<file path="config.mk">
export PLATFORM = sky130hd
export DESIGN_NAME = addsub_flag_stage
export DESIGN_NICKNAME = d
export VERILOG_FILES = /design/src/rtl/addsub_flag_stage.sv
export SDC_FILE = /design/constraint.sdc
export NUM_CORES = 1
export LEC_CHECK = 0
export BUFFER_PORTS_ARGS = -buffer_cell sky130_fd_sc_hd__buf_2
export CAP_MARGIN = 20
export CORE_UTILIZATION = 31
export DETAILED_ROUTE_END_ITERATION = 6
export GPL_TIMING_DRIVEN = 0
export PLACE_DENSITY_LB_ADDON = 0.08
export SYNTH_ARGS = -nofsm -noshare
export SYNTH_HDL_FRONTEND = slang
export SYNTH_SLANG_ARGS = --single-unit
</file>
<file path="constraint.sdc">
create_clock -name clk -period 2.5 [get_ports clk]
set_input_delay 0.5 -clock clk [delete_from_list [all_inputs] [get_ports clk]]
set_output_delay 0.5 -clock clk [all_outputs]
set_load 0.05 [all_outputs]
</file>
<file path="src/rtl/addsub_flag_stage.sv">
// Result register stage behind the 4-bit adder: stores res plus N/Z/C/V and counts overflows.
// Latency 1 cycle; a 2-entry skid buffer absorbs consumer stalls, and in_ready depends only on occupancy.
module addsub_flag_stage #(
  parameter int DEPTH = 2,
  parameter int CNT_W = 4
) (
  input  logic             clk,
  input  logic             rst,
  input  logic             in_valid,
  output logic             in_ready,
  input  logic [3:0]       a,
  input  logic [3:0]       b,
  input  logic             op,
  input  logic [3:0]       sum,
  input  logic             carry,
  output logic             out_valid,
  input  logic             out_ready,
  output logic [3:0]       res,
  output logic             flag_n,
  output logic             flag_z,
  output logic             flag_c,
  output logic             flag_v,
  output logic [CNT_W-1:0] ovf_cnt,
  input  logic             cnt_clr
);

  typedef struct packed {
    logic [3:0] res;
    logic       n;
    logic       z;
    logic       c;
    logic       v;
  } entry_t;

  localparam logic [1:0]       OCC_EMPTY = 2'd0;
  localparam logic [1:0]       OCC_ONE   = 2'd1;
  localparam logic [1:0]       OCC_FULL  = DEPTH[1:0];
  localparam logic [CNT_W-1:0] CNT_MAX   = {CNT_W{1'b1}};

  entry_t     entry0;
  entry_t     entry1;
  entry_t     new_entry;
  logic [1:0] occ;
  logic       push;
  logic       pop;

  // Only the sign bits of the operands feed the overflow flag.
  logic unused_operand_bits;
  assign unused_operand_bits = ^{a[2:0], b[2:0]};

  assign in_ready  = (occ < OCC_FULL);
  assign out_valid = (occ != OCC_EMPTY);
  assign push      = in_valid & in_ready;
  assign pop       = out_valid & out_ready;

  // Flags are captured from the adder outputs as presented; sum is not recomputed.
  always_comb begin
    new_entry     = '0;
    new_entry.res = sum;
    new_entry.n   = sum[3];
    new_entry.z   = (sum == 4'd0);
    new_entry.c   = carry ^ op;
    new_entry.v   = (a[3] ~^ (b[3] ^ op)) & (sum[3] ^ a[3]);
  end

  always_ff @(posedge clk or posedge rst) begin
    if (rst) begin
      entry0 <= '0;
      entry1 <= '0;
      occ    <= OCC_EMPTY;
    end else begin
      case (occ)
        OCC_EMPTY: begin
          if (push) begin
            entry0 <= new_entry;
            occ    <= OCC_ONE;
          end
        end
        OCC_ONE: begin
          if (push && pop) begin
            entry0 <= new_entry;
          end else if (push) begin
            entry1 <= new_entry;
            occ    <= OCC_FULL;
          end else if (pop) begin
            occ    <= OCC_EMPTY;
          end
        end
        default: begin
          if (pop) begin
            entry0 <= entry1;
            occ    <= OCC_ONE;
          end
        end
      endcase
    end
  end

  always_ff @(posedge clk or posedge rst) begin
    if (rst) begin
      ovf_cnt <= '0;
    end else if (cnt_clr) begin
      ovf_cnt <= '0;
    end else if (push && new_entry.v && (ovf_cnt != CNT_MAX)) begin
      ovf_cnt <= ovf_cnt + 1'b1;
    end
  end

  assign res    = entry0.res;
  assign flag_n = entry0.n;
  assign flag_z = entry0.z;
  assign flag_c = entry0.c;
  assign flag_v = entry0.v;

endmodule

</file>
After elaboration in Yosys (flattened, before gate mapping):

Cells that the tools add are included.

* output and inout bits: 14
* input bits: 19
* flip-flop bits (word level): 22

* multiplexer cells: 12
* $lt $le $gt $ge: 1
* bitwise operators: 8
* add/sub/neg operators: 1
* equality and inequality tests: 6
* reductions and logical operators: 11

Operators with widths (count)
* two-way mux 8 bit: 3
* case mux 8 bit (2 select lines): 1
* two-way mux 2 bit: 5
* two-way mux 4 bit: 2
* != test 2 bit (second input constant): 3
* AND reduction 3 bit: 2
* adder 4 x 1 -> 4 bit (second input constant): 1
* zero test 4 bit: 1
* != test 4 bit (second input constant): 1
* case mux 2 bit (2 select lines): 1
* AND reduction 4 bit: 1
* nonzero test 2 bit: 2
* AND 1 bit: 3
* logical AND 1 bit: 3
* != test 3 bit (second input constant): 1
* nonzero test 3 bit: 1
* bitwise XOR 1 bit: 3
* == test 2 x 1 -> 1 bit (second input constant): 1
* zero test 2 bit: 1
* < comparator 2 bit (second input constant): 1
* NOT 1 bit: 1
* bitwise XNOR 1 bit: 1

Longest topological paths before layout:

* word-level depth: 7
* depth in mapped cells: 5

Worst setup path before layout:

Ideal clock, no wire load.

* path kind: register to register
* from: register ovf_cnt[0]
* to: register ovf_cnt[3]
* period minus slack after synthesis: 1.765 ns
* stages on the path, launching flop included: 6
* arrival time: 1.688 ns
* path buffers: 0
* library setup time: 0.077 ns
* slack: 0.735 ns
* path through: dfrtp_1 > ha_1 > nand3_1 > nand3_1 > or4_1 > a21oi_1

* cells in the longest elaborated chain, start to end: 3
* elaborated cells between the ends (all ways): 6
* classes of those cells: 1 x add/sub; 1 x eq/ne; 2 x mux; 2 x reduce/logical

RTL lines
* start: declaration: line 23 `output logic [CNT_W-1:0] ovf_cnt,`
* start signal: assignment: line 105 `ovf_cnt <= ovf_cnt + 1'b1;`
* adder 4 x 1 -> 4 bit / != test 4 bit (equally long branches): line 105, 104
* two-way mux 4 bit / logical AND 1 bit (equally long branches): line 104 `end else if (push && new_entry.v && (ovf_cnt != CNT_MAX)) begin`
* two-way mux 4 bit / nonzero test 2 bit (equally long branches)

Parallel ways exist; a longest one is shown, timed or not. The select of a mux whose other input is x is not followed.
A chain may end at the register's enable or synchronous reset.

Worst setup path in the final report:

* from: register occ[1]
* to: output in_ready

* cells in the longest elaborated chain, start to end: 1

RTL lines
* start: declaration: line 43 `logic [1:0] occ;`
* start signal: assignment: line 70 `occ <= OCC_EMPTY;`
* start signal: assignment: line 76 `occ <= OCC_ONE;`
* start signal: assignment: line 84 `occ <= OCC_FULL;`
* < comparator 2 bit: line 51 `assign in_ready = (occ < OCC_FULL);`
* end: declaration: line 10 `output logic in_ready,`

Every way passes these cells.

==> results.tsv <==
stage	metric	value	unit
status	status	complete, but fails checks	
status	failing checks	DRC	
timing	Final Hold Vio Count	0	
critical_path	Worst path top cell family by delay	buffers and inverters	
logic_synthesis	synth top area cells	dfrtp_1 (52%), mux2_2 (11%), mux2i_1 (8.3%)	
grt	GRT Total Usage	12.88	%
routing	Vias/cell	4.967	
grt	total gr overflow	0	
clock_tree	Reg clk slew, reported paths	0.12	ns
die	Die Width	57.75	microns
place	dpl ws	0.6507	ns
grt	initial antenna violation count	0	
timing	final setup vio count	0	
logic_synthesis	post-synth net total	110	
logic_synthesis	Yosys warning count	0	
power_and_ir_drop	sw frac	36.95	%
critical_path	CP bufs+invs	2	
clock_tree	post-CTS setup buffers	0	
layout	Area Overhead vs Synth	22.99	%
logic_synthesis	top cell type's share of synthesized area	51.95	%
logic_synthesis	adder-cell share of the synthesized area	1.299	%
power_and_ir_drop	internal power	0.0006704	W
place	gp weighted congestion	0.6902	
logic_synthesis	post-synthesis cell type count	24	
clock_tree	clock buffer count from CTS	3	
die	Core Region	0.002853	sq mm
timing	RSZ-0062 raised after global routing	no	
critical_path	R2R depth	5	
routing	Initial DRC Count	24	
grt	first-pass GRT wire length	3229	microns
power_and_ir_drop	Leakage	0.5797	nW
power_and_ir_drop	sequential power share	41.0	%
grt	vias in the first global route	730	
layout	fin nets	141	
logic_synthesis	area leader, netlist	dfrtp_1	
logic_synthesis	fraction of the mapped netlist area in simple logic gates	15.06	%
die	die outline height	57.75	microns
clock_tree	clock sink total	20	
critical_path	crit-path max FO	5	
timing	Final Cycle Share	67.84	%
routing	DR pass1 iterations	6	
clock_tree	# hold bufs at CTS	0	
run	max cap viols	0	
clock_tree	clk buf depth	2	
logic_synthesis	Synth Flop Type	dfrtp_1	
critical_path	worst path cell trace	inv_1 -> buf_2	
routing	Remaining DRCs	2	
logic_synthesis	commonest cells in the netlist	dfrtp_1 (20), mux2_2 (9), mux2i_1 (8), nand2_1 (8), nor2_1 (8)	
die	Rows	19	
critical_path	RR Startpoint	ovf_cnt[0]	
logic_synthesis	xor/xnor share of the synthesized area	1.818	%
critical_path	critical path type	reg2out	
place	port buffer count	26	
die	starting density of the core	33.77	%
critical_path	Slowest-stage cell, CP	dfrtp_1	
layout	share of cells above drive strength 1	35.00	%
timing	worst hold slack	0.3198	ns
logic_synthesis	count leader, synth	dfrtp_1	
timing	Slew Limit Fails	0	
logic_synthesis	mux share of post-synthesis cell area	18.83	%
die	die area	0.003334	sq mm
logic_synthesis	Seq cells post-synth	20	
power_and_ir_drop	net switching power	0.0003929	W
timing	Slew headroom	46.57	%
timing	fin crit period	1.696	ns
timing	Worst Tran Pin Value	0.8005	ns
timing	Setup TNS	0	ns
critical_path	Data arrival, critical path	1.20	ns
power_and_ir_drop	Combinational Power Share	33.5	%
logic_synthesis	Post-synth EDFFs	0	
clock_tree	Clock Latency Late Sink	0.31	ns
timing	Setup Skew	0.004681	ns
place	DP HPWL	1396	microns
power_and_ir_drop	VDD IR max	401.7	uV
routing	routed wire length	1924	microns
critical_path	max incr delay on CP	0.43	ns
clock_tree	clk root buf	clkbuf_4	
logic_synthesis	Synth Cell Area	963.4	sq um
worst_hold_path	path type of the worst min-delay path	in2async	
timing	fmax	589.6	MHz
logic_synthesis	Synth Area per Inst	10.70	sq um
clock_tree	PostCTS Resize Cnt	0	
critical_path	Startpoint Class	flop	
logic_synthesis	cell count after synthesis	90	
layout	Antenna diodes	0	
routing	Routed Antenna Nets	0	
clock_tree	TritonCTS clock tree	done	
critical_path	R2R Setup Slk	0.87	ns
power_and_ir_drop	clock power share	25.4	%
logic_synthesis	ys async rst share	100.0	%
critical_path	Critical Path RT	2.00	ns
layout	filler instances	300	
logic_synthesis	largest family of logic cells by synthesized area	multiplexers	
die	# IOs	33	
critical_path	worst reg2reg path endpoint	ovf_cnt[3]	
critical_path	CP Capture Type	primary output	
critical_path	Worst path depth	2	
routing	vias post-DR	750	
clock_tree	H-tree levels	1	
grt	largest net degree at the start of global routing	21	
critical_path	critical path endpoint	in_ready	
logic_synthesis	Synth Area in Compound Gates	8.182	%
routing	wire per inst	12.74	microns
power_and_ir_drop	PwrDens	897.3	mW/mm^2
critical_path	CP Launch Point	occ[1]	
logic_synthesis	post-synthesis sequential area ratio	51.95	%
timing	setup ws final	0.8039	ns
==> worst min-delay path by stage <==
stage / slack (ns) / startpoint / cells past startpoint / to
6_report: 0.32 / rst / 2 / entry1[2]
5_1_grt: 0.40 / rst / 2 / entry1[2]
4_1_cts: 0.34 / rst / 2 / flag_v
3_5_place_dp: 0.47 / res[2] / 2 / res[2]
3_3_place_gp: 0.46 / res[2] / 2 / res[2]
2_1_floorplan: 0.46 / rst / 1 / entry1[0]
==> per-layer routing <==
metal / global-route usage (%) / wire length, microns / vias to the layer above
met3: 5.134 / 103 / 2
met1: 15.63 / 857 / 355
met2: 22.09 / 945 / 20
met4: 2.041 / 19 / 0
li1: - / - / 373
met5: 0 / 0 / -
==> power by group through the flow <==
| stage | logic, W | clock network (W) | registers [W] |
|---|---|---|---|
| floorplan | 0.000165 | 0 | 0.000554 |
| global placement | 0.000358 | 0 | 0.000442 |
| detailed placement | 0.000362 | 0 | 0.000445 |
| CTS | 0.000362 | 0.000281 | 0.000438 |
| global route | 0.000388 | 0.000289 | 0.000449 |
| finish | 0.000356 | 0.000271 | 0.000436 |
==> final cells by class <==
class / count / area [sq um] / area share, %
inverter: 3 / 11.26 / 0.9504
clock buffer: 3 / 22.52 / 1.901
clock inverter: 1 / 30.03 / 2.534
multi-input combinational: 64 / 435.4 / 36.75
buffer: 3 / 16.27 / 1.373
tap: 31 / 38.79 / 3.273
sequential: 20 / 500.5 / 42.24
timing repair buffer: 26 / 130.1 / 10.98
==> per-stage QoR <==
| step | cell area (sq um) | util (%) | power [W] | cells |
|---|---|---|---|---|
| 2_1_floorplan | 963.4 | - | 0.0007189 | 90 |
| 4_1_cts | 1185 | 41.54 | 0.001081 | 151 |
| 3_5_place_dp | 1132 | 39.69 | 0.0008072 | 147 |
| 5_1_grt | 1185 | 41.54 | 0.001126 | 151 |
| 6_report | 1185 | 41.54 | 0.001063 | 151 |
| 3_3_place_gp | 1132 | 39.69 | 0.0008000 | 147 |
==> registers in the layout, indices dropped and copies added (netlist names) <==
name	count
flag_z	1
ovf_cnt	4
res	4
occ	2
flag_v	1
entry1	7
flag_c	1
==> kinds of logic after synthesis <==
| group | count (synthesis) |
|---|---|
| AOI/OAI and AO/OA | 15 |
| xor gates and xnor gates | 2 |
| adders and majority gates | 1 |
| buffers and inverters | 6 |
| DFF | 20 |
| muxes | 17 |
| and+or+nand+nor | 29 |
==> cells in the final DEF, fill, tap and decap left out <==
| cell | n |
|---|---|
| o21ai_0 | 7 |
| ha_1 | 1 |
| xor2_1 | 1 |
| or4_1 | 1 |
| inv_1 | 3 |
| nor3_2 | 1 |
| dfrtp_1 | 20 |
| nand2_1 | 8 |
| nor4_1 | 1 |
| mux2_2 | 9 |
| xnor2_1 | 1 |
| nand2b_1 | 2 |
| clkbuf_1 | 1 |
| nand3_1 | 3 |
| o31ai_1 | 1 |
| bufinv_16 | 1 |
| buf_4 | 1 |
| nor3b_1 | 1 |
| nor2_1 | 8 |
| mux2i_1 | 8 |
| o22ai_1 | 1 |
| nor2b_1 | 3 |
| clkbuf_4 | 3 |
| a21oi_1 | 6 |
| and2b_1 | 1 |
| buf_2 | 27 |
Note: power is estimated with default switching activity, not from simulation.
